`config.mk`:
```
export PLATFORM = sky130hd
export DESIGN_NAME = usb_rx_controller_flat
export DESIGN_NICKNAME = d
export VERILOG_FILES = /design/src/rtl/usb_rx_controller_if.sv /design/src/rtl/usb_rx_controller.sv /design/src/flat_wrapper.sv
export SDC_FILE = /design/constraint.sdc
export NUM_CORES = 1
export LEC_CHECK = 0
export ABC_AREA = 1
export CORE_MARGIN = 1
export CORE_UTILIZATION = 51
export CTS_CLUSTER_SIZE = 28
export DETAILED_ROUTE_END_ITERATION = 8
export PLACE_DENSITY = 0.76
export SLEW_MARGIN = 0
export SYNTH_ARGS = -nofsm -noshare
export SYNTH_HDL_FRONTEND = slang
export SYNTH_SLANG_ARGS = --single-unit
```
`constraint.sdc`:
```
create_clock -name clk -period 1.6 [get_ports clk]
set_input_delay 0.32 -clock clk [delete_from_list [all_inputs] [get_ports clk]]
set_output_delay 0.32 -clock clk [all_outputs]
set_load 0.03 [all_outputs]
```
`src/rtl/usb_rx_controller_if.sv`:
```
// Bit-level receive bus: sampled line inputs from the clock-recovery stage,
// byte and status outputs toward the packet layer.
interface usb_rx_controller_if;
    logic       bit_strobe;
    logic       raw_bit;
    logic       se0;
    logic       dec_bit;
    logic       nrzi_en;
    logic [7:0] rx_byte;
    logic       byte_valid;
    logic [6:0] byte_cnt;
    logic       pkt_active;
    logic       pkt_end;
    logic       rx_err;
    logic [1:0] err_code;

    modport master (
        output bit_strobe, raw_bit, se0, dec_bit,
        input  nrzi_en, rx_byte, byte_valid, byte_cnt,
        input  pkt_active, pkt_end, rx_err, err_code
    );

    modport slave (
        input  bit_strobe, raw_bit, se0, dec_bit,
        output nrzi_en, rx_byte, byte_valid, byte_cnt,
        output pkt_active, pkt_end, rx_err, err_code
    );
endinterface

```
`src/rtl/usb_rx_controller.sv`:
```
// USB receive sequencer: SYNC detect, bit unstuffing, LSB-first byte assembly,
// EOP detect and error reporting. Advances only on bit_strobe.
module usb_rx_controller #(
    parameter int SYNC_MIN_ZEROS = 5,
    parameter int MAX_BYTES      = 67
) (
    input  logic                clk,
    input  logic                nRST,
    usb_rx_controller_if.slave  bus
);
    localparam logic [2:0] L_MIN_ZEROS = 3'(SYNC_MIN_ZEROS);
    localparam logic [6:0] L_MAX_BYTES = 7'(MAX_BYTES);

    typedef enum logic [2:0] {
        S_IDLE, S_SYNC, S_DATA, S_EOP, S_WAIT_IDLE
    } state_t;

    state_t     r_state;
    logic [2:0] r_zero_cnt;
    logic [2:0] r_ones_cnt;
    logic [2:0] r_bit_cnt;
    logic [2:0] r_j_cnt;
    logic       r_last_se0;
    logic [7:0] r_shift;
    logic       r_nrzi_en;
    logic [7:0] r_rx_byte;
    logic       r_byte_valid;
    logic [6:0] r_byte_cnt;
    logic       r_pkt_active;
    logic       r_pkt_end;
    logic       r_rx_err;
    logic [1:0] r_err_code;

    logic       w_j;
    logic       w_k;
    logic [7:0] w_shift_next;

    assign w_j          = !bus.se0 && bus.raw_bit;
    assign w_k          = !bus.se0 && !bus.raw_bit;
    assign w_shift_next = {bus.dec_bit, r_shift[7:1]};

    function automatic logic [2:0] sat_inc3(input logic [2:0] v);
        return (v == 3'd7) ? v : v + 3'd1;
    endfunction

    // Any error drops the packet and parks the FSM until the line is idle again.
    task automatic raise_err(input logic [1:0] code);
        r_rx_err     <= 1'b1;
        r_err_code   <= code;
        r_pkt_active <= 1'b0;
        r_nrzi_en    <= 1'b0;
        r_j_cnt      <= 3'd0;
        r_state      <= S_WAIT_IDLE;
    endtask

    always_ff @(posedge clk or negedge nRST) begin
        if (!nRST) begin
            r_state      <= S_IDLE;
            r_zero_cnt   <= 3'd0;
            r_ones_cnt   <= 3'd0;
            r_bit_cnt    <= 3'd0;
            r_j_cnt      <= 3'd0;
            r_last_se0   <= 1'b0;
            r_shift      <= 8'd0;
            r_nrzi_en    <= 1'b0;
            r_rx_byte    <= 8'd0;
            r_byte_valid <= 1'b0;
            r_byte_cnt   <= 7'd0;
            r_pkt_active <= 1'b0;
            r_pkt_end    <= 1'b0;
            r_rx_err     <= 1'b0;
            r_err_code   <= 2'd0;
        end else begin
            r_byte_valid <= 1'b0;
            r_pkt_end    <= 1'b0;
            r_rx_err     <= 1'b0;
            if (bus.bit_strobe) begin
                r_last_se0 <= bus.se0;
                case (r_state)
                    S_IDLE: begin
                        if (w_k) begin
                            r_nrzi_en  <= 1'b1;
                            r_zero_cnt <= 3'd1;
                            r_state    <= S_SYNC;
                        end
                    end
                    S_SYNC: begin
                        if (bus.se0 || (bus.dec_bit && r_zero_cnt < L_MIN_ZEROS)) begin
                            raise_err(2'd1);
                        end else if (bus.dec_bit) begin
                            r_pkt_active <= 1'b1;
                            r_ones_cnt   <= 3'd1;
                            r_bit_cnt    <= 3'd0;
                            r_byte_cnt   <= 7'd0;
                            r_state      <= S_DATA;
                        end else begin
                            r_zero_cnt <= sat_inc3(r_zero_cnt);
                        end
                    end
                    S_DATA: begin
                        if (bus.se0) begin
                            if (r_bit_cnt != 3'd0) raise_err(2'd3);
                            else                   r_state <= S_EOP;
                        end else if (r_ones_cnt == 3'd6) begin
                            // Stuffed-bit slot: must be a 0 and is discarded.
                            if (bus.dec_bit) raise_err(2'd2);
                            else             r_ones_cnt <= 3'd0;
                        end else begin
                            r_shift    <= w_shift_next;
                            r_ones_cnt <= bus.dec_bit ? r_ones_cnt + 3'd1 : 3'd0;
                            if (r_bit_cnt == 3'd7) begin
                                r_bit_cnt <= 3'd0;
                                if (r_byte_cnt == L_MAX_BYTES) begin
                                    raise_err(2'd3);
                                end else begin
                                    r_rx_byte    <= w_shift_next;
                                    r_byte_valid <= 1'b1;
                                    r_byte_cnt   <= r_byte_cnt + 7'd1;
                                end
                            end else begin
                                r_bit_cnt <= r_bit_cnt + 3'd1;
                            end
                        end
                    end
                    S_EOP: begin
                        if (!bus.se0) begin
                            if (bus.raw_bit) begin
                                r_pkt_end    <= 1'b1;
                                r_pkt_active <= 1'b0;
                                r_nrzi_en    <= 1'b0;
                                r_state      <= S_IDLE;
                            end else begin
                                raise_err(2'd3);
                            end
                        end
                    end
                    S_WAIT_IDLE: begin
                        // A J right after SE0 is a proper EOP; otherwise require a long idle run.
                        if (w_j) begin
                            if (r_last_se0 || r_j_cnt == 3'd6) begin
                                r_j_cnt <= 3'd0;
                                r_state <= S_IDLE;
                            end else begin
                                r_j_cnt <= r_j_cnt + 3'd1;
                            end
                        end else begin
                            r_j_cnt <= 3'd0;
                        end
                    end
                    default: r_state <= S_IDLE;
                endcase
            end
        end
    end

    assign bus.nrzi_en    = r_nrzi_en;
    assign bus.rx_byte    = r_rx_byte;
    assign bus.byte_valid = r_byte_valid;
    assign bus.byte_cnt   = r_byte_cnt;
    assign bus.pkt_active = r_pkt_active;
    assign bus.pkt_end    = r_pkt_end;
    assign bus.rx_err     = r_rx_err;
    assign bus.err_code   = r_err_code;
endmodule

```
`src/flat_wrapper.sv`:
```
// flat-port wrapper written by rule: the top's interface ports become plain ports
module usb_rx_controller_flat 
#(
    parameter int SYNC_MIN_ZEROS = 5,
    parameter int MAX_BYTES      = 67
)
  (clk, nRST, bus_bit_strobe, bus_raw_bit, bus_se0, bus_dec_bit, bus_nrzi_en, bus_rx_byte, bus_byte_valid, bus_byte_cnt, bus_pkt_active, bus_pkt_end, bus_rx_err, bus_err_code);
  usb_rx_controller_if bus_i ();
  input  logic clk;
  input  logic nRST;
  input wire logic [$bits(bus_i.bit_strobe)-1:0] bus_bit_strobe;
  input wire logic [$bits(bus_i.raw_bit)-1:0] bus_raw_bit;
  input wire logic [$bits(bus_i.se0)-1:0] bus_se0;
  input wire logic [$bits(bus_i.dec_bit)-1:0] bus_dec_bit;
  output wire logic [$bits(bus_i.nrzi_en)-1:0] bus_nrzi_en;
  output wire logic [$bits(bus_i.rx_byte)-1:0] bus_rx_byte;
  output wire logic [$bits(bus_i.byte_valid)-1:0] bus_byte_valid;
  output wire logic [$bits(bus_i.byte_cnt)-1:0] bus_byte_cnt;
  output wire logic [$bits(bus_i.pkt_active)-1:0] bus_pkt_active;
  output wire logic [$bits(bus_i.pkt_end)-1:0] bus_pkt_end;
  output wire logic [$bits(bus_i.rx_err)-1:0] bus_rx_err;
  output wire logic [$bits(bus_i.err_code)-1:0] bus_err_code;
  assign bus_i.bit_strobe = bus_bit_strobe;
  assign bus_i.raw_bit = bus_raw_bit;
  assign bus_i.se0 = bus_se0;
  assign bus_i.dec_bit = bus_dec_bit;
  assign bus_nrzi_en = bus_i.nrzi_en;
  assign bus_rx_byte = bus_i.rx_byte;
  assign bus_byte_valid = bus_i.byte_valid;
  assign bus_byte_cnt = bus_i.byte_cnt;
  assign bus_pkt_active = bus_i.pkt_active;
  assign bus_pkt_end = bus_i.pkt_end;
  assign bus_rx_err = bus_i.rx_err;
  assign bus_err_code = bus_i.err_code;
  usb_rx_controller #(.SYNC_MIN_ZEROS(SYNC_MIN_ZEROS), .MAX_BYTES(MAX_BYTES)) u_core (.clk(clk), .nRST(nRST), .bus(bus_i));
endmodule
```
==> reports/qor.txt, run 1 <==
SETUP PATH
---------------------------------------------------------------------------------
Critical path class ................................................ flop to flop
Max Fanout on Critical Path ........................................            4
Highest-delay cell along the critical path .........................      dfrtp_1
RR Startpoint ...................................................... u_core.r_bit_cnt[1]$_DFFE_PN0P_
Sort of element at the end of the critical path ....................         flop
Crit start category ................................................         flop
Count of cells along the worst register-to-register path ...........           11
Slowest cell delay on critical path ................................      0.35 ns
End of the worst register-to-register path ......................... u_core.bus.err_code[1]$_DFFE_PN0P_
Number of buffer and inverter instances along the worst setup path .            3
Worst path arrival time ............................................      1.75 ns
Gate family responsible for the most delay along the worst path .... simple AND/OR/NAND/NOR gates
Worst Path Required ................................................      1.80 ns
Setup slack on the worst flop-to-flop path .........................      0.04 ns
CP Cell Sequence ................................................... buf_4 -> inv_1 -> ha_1 -> nand3_1 -> nor2_1 -> inv_2 -> nand3_1 -> nor2_2 -> nand2_4 -> nand2_1 -> nand2_1

FLOORPLAN
---------------------------------------------------------------------------------
Top-level I/O count ................................................           28
Die height .........................................................      72.7 um
Die width ..........................................................      72.7 um
Row count ..........................................................           25
Die area ...........................................................   5290 sq um
Initial core utilization ...........................................        53.6%
Std-Cell Core Area .................................................   4750 sq um

POWER
---------------------------------------------------------------------------------
Sw power ...........................................................    0.00158 W
Worst IR Drop VDD ..................................................   0.000641 V
Leakage power figure ...............................................      1.83 nW
Total power per unit cell area ..................................... 1190 nW/um^2
Relative contribution of sequential cells to total power ...........        39.3%
Final total power ..................................................    0.00402 W
Logic gate share of total power ....................................        39.4%
Clock share of power ...............................................        21.3%
Internal Power .....................................................    0.00244 W
Switching power as a share of total power ..........................        39.3%

CELLS AND AREA
---------------------------------------------------------------------------------
Final net count ....................................................          412
Fraction of layout cells with a size suffix above 1 ................        25.4%
Area taken by flip-flops and latches ...............................   1130 sq um
Area of combinational cells with multiple inputs ...................   1320 sq um
# fillers ..........................................................          395
Layout-stage area growth over the synthesis result .................        32.0%
Count of antenna diodes in the layout ..............................            0

LOGIC SYNTHESIS
---------------------------------------------------------------------------------
Mapped Cells .......................................................          327
Most common flop cell mapped by yosys ..............................      dfrtp_1
Register area share after synthesis ................................        44.2%
Commonest cells in the netlist ..................................... nand2_1 (114), dfrtp_1 (45), nand3_1 (32)
Avg Synthesized Cell Area ..........................................   7.80 sq um
Largest cells by area after synthesis .............................. dfrtp_1 (44%), nand2_1 (17%), nand3_1 (6.3%)
Summed instance area of the synthesized netlist ....................   2550 sq um
Synth async-reset ratio ............................................         100%
Synth cell types ...................................................           28
Portion of synthesized cell area occupied by the leading cell type .        44.2%
Most used standard cell by instance count after synthesis ..........      nand2_1
Area leader, netlist ...............................................      dfrtp_1
Net count after synthesis ..........................................          343
Number of enable flip-flop cells after synthesis ...................            0
Number of synthesized register bits ................................           45
Yosys warning total ................................................            0

CLOCK TREE
---------------------------------------------------------------------------------
Clock latency at the later pin of the worst-skew pair ..............      0.30 ns
CTS buffer count ...................................................            5
Max Buffers Root-to-Sink ...........................................            2
Htree depth ........................................................            2
Clock-pin slew on the worst setup and hold paths ...................      0.08 ns
Clock sinks ........................................................           45
CTS Root Cell ......................................................     clkbuf_8
Clock tree from TritonCTS ..........................................        built

MIN PATH
---------------------------------------------------------------------------------
Worst Hold Depth ...................................................            2
Worst hold start ................................................... u_core.bus.pkt_active$_DFFE_PN0P_
Hold worst-path end ................................................ u_core.bus.pkt_active$_DFFE_PN0P_
Class of the worst hold path ....................................... flop to flop

TIMING
---------------------------------------------------------------------------------
Final worst-path cycle share .......................................        97.3%
Total count of hold-check failures in the final report .............            0
F_max ..............................................................    0.643 GHz
Final count of pins violating max slew .............................            0
Slew Limit Headroom ................................................        68.6%
Final total negative setup slack ...................................         0 ns
Time the final worst path needs with I/O delays and setup ..........      1.56 ns
Clock Skew .........................................................   0.00894 ns
Minimum setup slack in the final design ............................    0.0437 ns
Setup repair after global routing missed its margin ................         true
Total setup violations reported at the end of the flow .............            0
Slew @ Worst Pin ...................................................     0.470 ns
Worst hold-check slack .............................................     0.474 ns

GLOBAL ROUTE
---------------------------------------------------------------------------------
Overall overflow remaining after global route ......................            0
Vias in the first global route .....................................        2,139
Wire length of the first global-routing pass .......................      9120 um
Pin count of the biggest net entering global routing ...............           27
Number of antenna violations at the first check in global routing ..            0
Combined global-route utilization of all metal layers ..............        22.3%

PLACEMENT
---------------------------------------------------------------------------------
Final HPWL DP ......................................................      4020 um
Post-place setup slack .............................................    -0.260 ns
Routability Congestion .............................................        0.852
Port Buf Inserts ...................................................           27

ROUTING
---------------------------------------------------------------------------------
1st-pass router iterations .........................................            4
DR vias ............................................................        2,297
Via/cell ratio .....................................................         4.95
Remaining routing DRC violations ...................................            0
Initial DRC Count ..................................................          133
WL per Instance ....................................................      11.9 um
Number of nets with antenna violations after detailed routing ......            0
Overall routed net length ..........................................      5520 um

RUN STATUS
---------------------------------------------------------------------------------
Status ............................................................. complete, no violations

RUN
---------------------------------------------------------------------------------
Count of max-cap constraint violations .............................            0

cells in the final DEF (no fill, tap or decap), types with 7 or more instances in the layout:
master / instances
nand2_1: 110
dfrtp_1: 40
buf_4: 35
inv_1: 29
nand3_1: 29
nor2_1: 27
dlygate4sd2_1: 22
o21ai_0: 13
nand2_2: 8
ha_1: 8
nor2_4: 7
nand3_2: 7
power groups by stage:
stage	clock network [W]	logic, W	registers, W
final	0.000855	0.00158	0.00158
after global routing	0.000921	0.00178	0.00160
after CTS	0.000883	0.00147	0.00155
after detailed placement	0	0.00150	0.00158
after global placement	0	0.00145	0.00157
after floorplan	0	0.000961	0.00162
cell type report:
| cell class | instances | share of cell area (%) |
|---|---|---|
| tap | 67 | 2.49 |
| inverter | 37 | 4.24 |
| clock inverter | 2 | 1.15 |
| sequential | 45 | 33.6 |
| clock buffer | 6 | 2.16 |
| multi-input combinational | 240 | 39.3 |
| timing repair buffer | 67 | 17.0 |
tightest hold or removal path: cells and delay by family (launching register included):
family           cells  cell delay [ns]
and+or+nand+nor      2             0.10
DFF                  1             0.35
worst max path at each step:
stage                                            start                            endpoint  slack, ns  cells past startpoint
floorplan           u_core.bus.byte_cnt[0]$_DFFE_PN0P_   u_core.bus.rx_byte[2]$_DFFE_PN0P_       0.02                     10
global placement                               bus_se0  u_core.bus.byte_cnt[1]$_DFFE_PN0P_      -0.24                     11
detailed placement                             bus_se0  u_core.bus.byte_cnt[1]$_DFFE_PN0P_      -0.26                     11
CTS                   u_core.r_ones_cnt[0]$_DFFE_PN0P_       u_core.r_shift[5]$_DFFE_PN0P_     -0.003                      9
global route             u_core.r_state[1]$_DFFE_PN0P_  u_core.bus.byte_cnt[5]$_DFFE_PN0P_      -0.06                      9
finish                 u_core.r_bit_cnt[1]$_DFFE_PN0P_  u_core.bus.err_code[1]$_DFFE_PN0P_       0.04                     11
timing repair:
action / CTS / global route
pin swaps: 0 / 6
endpoints found under the setup margin: 31 / 42
resized for setup: 23 / 27
endpoints found under the hold margin: 19 / 0
buffers inserted: 0 / 2
gates cloned: 0 / 2
hold buffers: 1 / 0
layer usage:
metal	share of wire [%]	GRT usage, %	up-vias
li1	-	-	1171
met1	44	29.0	1074
met2	50	36.6	42
met3	4.2	4.83	10
met4	1.5	8.06	0
met5	0	0	-
cells by family after synthesis:
group	after synthesis	share of synthesized area (%)
AOI/OAI and AO/OA	24	5.69
xor gates and xnor gates	3	1.03
adders and majority gates	10	4.91
buffers and inverters	43	7.90
DFF	45	44.2
and+or+nand+nor	202	36.3
per-stage QoR:
step                cells  cell area [sq um]  utilization (%)
finish                464               3370             70.8
global route          464               3370             70.8
CTS                   460               3240             68.1
detailed placement    451               3140             66.0
global placement      451               3140             66.0
floorplan             327               2550                -
sequential cells by signal, indices dropped and copies added, names as in the netlist:
| register | flops |
|---|---|
| u_core.bus.rx_err | 1 |
| u_core.bus.err_code | 2 |
| u_core.r_shift | 7 |
| u_core.r_bit_cnt | 3 |
| u_core.r_ones_cnt | 3 |
| u_core.r_state | 3 |
| u_core.r_j_cnt | 3 |
| u_core.bus.byte_valid | 1 |
| u_core.bus.pkt_end | 1 |
| u_core.bus.rx_byte | 8 |
| u_core.r_last_se0 | 1 |
| u_core.bus.pkt_active | 1 |
| u_core.r_zero_cnt | 3 |
| u_core.bus.byte_cnt | 7 |
| u_core.bus.nrzi_en | 1 |
(Power assumes the default switching activity.)
==> run 2, diff against run 1 <==
--- a/config.mk
+++ b/config.mk
@@ -10,8 +10,9 @@
 export CORE_UTILIZATION = 51
 export CTS_CLUSTER_SIZE = 28
 export DETAILED_ROUTE_END_ITERATION = 8
-export PLACE_DENSITY = 0.76
-export SLEW_MARGIN = 0
+export PLACE_DENSITY = 0.88
+export SLEW_MARGIN = 20
 export SYNTH_ARGS = -nofsm -noshare
 export SYNTH_HDL_FRONTEND = slang
 export SYNTH_SLANG_ARGS = --single-unit
+export TNS_END_PERCENT = 100
==> reports/qor.txt, run 2 (synthesized netlist as in run 1, its figures left out) <==
CLOCK TREE
--------------------------------------------------------------------------------
Clock-pin slew on the worst setup and hold paths ..................      0.08 ns
CTS buffer count ..................................................            5
Clock tree from TritonCTS .........................................        built
Htree depth .......................................................            2
CTS Root Cell .....................................................     clkbuf_8
Clock latency at the later pin of the worst-skew pair .............      0.30 ns
Clock sinks .......................................................           45
Max Buffers Root-to-Sink ..........................................            2

ROUTING
--------------------------------------------------------------------------------
Via/cell ratio ....................................................         5.34
1st-pass router iterations ........................................            5
DR vias ...........................................................        2,462
Remaining routing DRC violations ..................................            0
WL per Instance ...................................................      14.5 um
Overall routed net length .........................................      6700 um
Number of nets with antenna violations after detailed routing .....            0
Initial DRC Count .................................................          169

CELLS AND AREA
--------------------------------------------------------------------------------
Count of antenna diodes in the layout .............................            0
Non-filler instance count after layout ............................          461
Layout-stage area growth over the synthesis result ................        38.4%
Number of flip-flops in the largest register ......................            8
Final net count ...................................................          409
Most used cells in the layout excluding fill and tap cells ........ nand2_1 (91), dfrtp_1 (40), buf_4 (29)
# fillers .........................................................          296
Leading cell type in the layout, fill and taps excluded ...........      nand2_1
Fraction of layout cells with a size suffix above 1 ...............        31.7%

SETUP PATH
--------------------------------------------------------------------------------
Crit start category ...............................................         flop
Critical path class ............................................... flop to flop
RR Startpoint ..................................................... u_core.r_state[0]$_DFFE_PN0P_
CP Launch Point ................................................... u_core.r_state[0]$_DFFE_PN0P_
Worst Path Required ...............................................      1.84 ns
Max Fanout on Critical Path .......................................            9
Worst path arrival time ...........................................      1.93 ns
Sort of element at the end of the critical path ...................         flop

FLOORPLAN
--------------------------------------------------------------------------------
Die width .........................................................      72.7 um
Row count .........................................................           25
Die height ........................................................      72.7 um
Initial core utilization ..........................................        53.6%
Die area ..........................................................   5290 sq um
Top-level I/O count ...............................................           28
Std-Cell Core Area ................................................   4750 sq um

TIMING
--------------------------------------------------------------------------------
Setup repair after global routing missed its margin ...............         true
Total setup violations reported at the end of the flow ............           19
Slew Limit Headroom ...............................................        76.2%
Final worst-path cycle share ......................................         105%
Worst hold-check slack ............................................     0.400 ns
Time the final worst path needs with I/O delays and setup .........      1.69 ns
Minimum setup slack in the final design ...........................   -0.0854 ns
Final count of pins violating max slew ............................            0
Clock Skew ........................................................   0.00679 ns
Total count of hold-check failures in the final report ............            0
Final total negative setup slack ..................................    -0.510 ns
F_max .............................................................    0.593 GHz
Slew @ Worst Pin ..................................................     0.358 ns

PLACEMENT
--------------------------------------------------------------------------------
Count of placed standard cells including taps .....................          441
Routability Congestion ............................................        0.895
Port Buf Inserts ..................................................           27
Post-place setup slack ............................................    -0.266 ns
Final HPWL DP .....................................................      4100 um

POWER
--------------------------------------------------------------------------------
Final total power .................................................    0.00432 W
Leakage power figure ..............................................      1.86 nW
Relative contribution of sequential cells to total power ..........        37.0%
Total power per unit cell area .................................... 1220 nW/um^2
Clock share of power ..............................................        20.7%
Sw power ..........................................................    0.00177 W
Internal Power ....................................................    0.00256 W
Worst IR Drop VDD .................................................   0.000704 V
Switching power as a share of total power .........................        40.9%
Logic gate share of total power ...................................        42.3%

GLOBAL ROUTE
--------------------------------------------------------------------------------
Combined global-route utilization of all metal layers .............        22.8%
Overall overflow remaining after global route .....................            0
Number of antenna violations at the first check in global routing .            0
Pin count of the biggest net entering global routing ..............           33
Wire length of the first global-routing pass ......................      9320 um
Vias in the first global route ....................................        2,231

RUN STATUS
--------------------------------------------------------------------------------
Status ............................................................ complete, but fails checks
Failing checks .................................................... setup timing

MIN PATH
--------------------------------------------------------------------------------
Worst hold start .................................................. bus_bit_strobe
Class of the worst hold path ...................................... primary input to flop

RUN
--------------------------------------------------------------------------------
Count of max-cap constraint violations ............................            0

run 2: cell types whose count changed in the layout (fill, tap and decap cells not counted), moves of 3 or more:
cell,previous run,this run
buf_6,1,4
nand2_1,110,91
buf_4,35,29
nand2_4,3,13
nand3_4,1,4
nand2_2,8,17
run 2: final cells by class:
class	count	area (sq um)	area share, %
tap	67	83.8	2.38
inverter	37	156	4.43
sequential	45	1130	32.1
timing repair buffer	65	586	16.6
clock inverter	2	37.5	1.06
multi-input combinational	239	1450	41.1
clock buffer	6	82.6	2.34
run 2: layer usage:
layer	vias to the layer above	GRT usage, %	wire length [um]
li1	1162	-	-
met1	1175	27.0	2700
met2	104	40.7	3430
met3	21	4.70	365
met4	0	8.71	207
met5	-	0	0
run 2: stage by stage:
| stage | util [%] | instance area, sq um |
|---|---|---|
| 6_report | 74.2 | 3530 |
| 3_5_place_dp | 64.4 | 3060 |
| 3_3_place_gp | 64.4 | 3060 |
| 4_1_cts | 66.9 | 3180 |
| 5_1_grt | 74.2 | 3530 |
| 2_1_floorplan | - | 2550 |
run 2: worst paths after layout:
path,endpoint,slack (ns),depth (start not counted)
worst max-delay path,u_core.bus.err_code[0]$_DFFE_PN0P_,-0.09,10
worst min-delay path,u_core.r_last_se0$_DFFE_PN0P_,0.40,3
worst max register to register,u_core.bus.err_code[0]$_DFFE_PN0P_,-0.09,10
worst min register to register,u_core.bus.err_code[1]$_DFFE_PN0P_,0.47,2
max in group asynchronous,u_core.bus.byte_cnt[1]$_DFFE_PN0P_,0.65,3
min in group asynchronous,u_core.bus.nrzi_en$_DFFE_PN0P_,0.45,2
run 2: critical path, cell delays in order, from the launching register on:
cell     delay, ns
dfrtp_2       0.51
nor2_4        0.23
nand2_4       0.10
buf_6         0.13
nor2_4        0.17
nand2_4       0.09
nand2_4       0.10
nor2_8        0.06
nand2_4       0.09
nand2_1       0.07
nand2_1       0.08
run 2: what timing repair did:
| item | 4_1_cts | 5_1_grt |
|---|---|---|
| endpoints found under the hold margin | 13 | 0 |
| pin swaps | 1 | 24 |
| hold buffers | 1 | 0 |
| setup buffers | 0 | 10 |
| resized for setup | 27 | 71 |
| endpoints found under the setup margin | 32 | 35 |
| cloned | 0 | 1 |
run 2: power groups by stage:
stage	sequential, W	clock (W)	combinational, W
finish	0.00160	0.000894	0.00183
global route	0.00162	0.000941	0.00200
CTS	0.00157	0.000907	0.00145
detailed placement	0.00158	0	0.00146
global placement	0.00157	0	0.00141
floorplan	0.00162	0	0.000961
==> run 3, diff against run 2 <==
--- a/config.mk
+++ b/config.mk
@@ -8,7 +8,7 @@
 export ABC_AREA = 1
 export CORE_MARGIN = 1
 export CORE_UTILIZATION = 51
-export CTS_CLUSTER_SIZE = 28
+export CTS_CLUSTER_SIZE = 16
 export DETAILED_ROUTE_END_ITERATION = 8
 export PLACE_DENSITY = 0.88
 export SLEW_MARGIN = 20
==> results of run 3 <==
Final layout, timing and power as in run 2 (identical DEF).
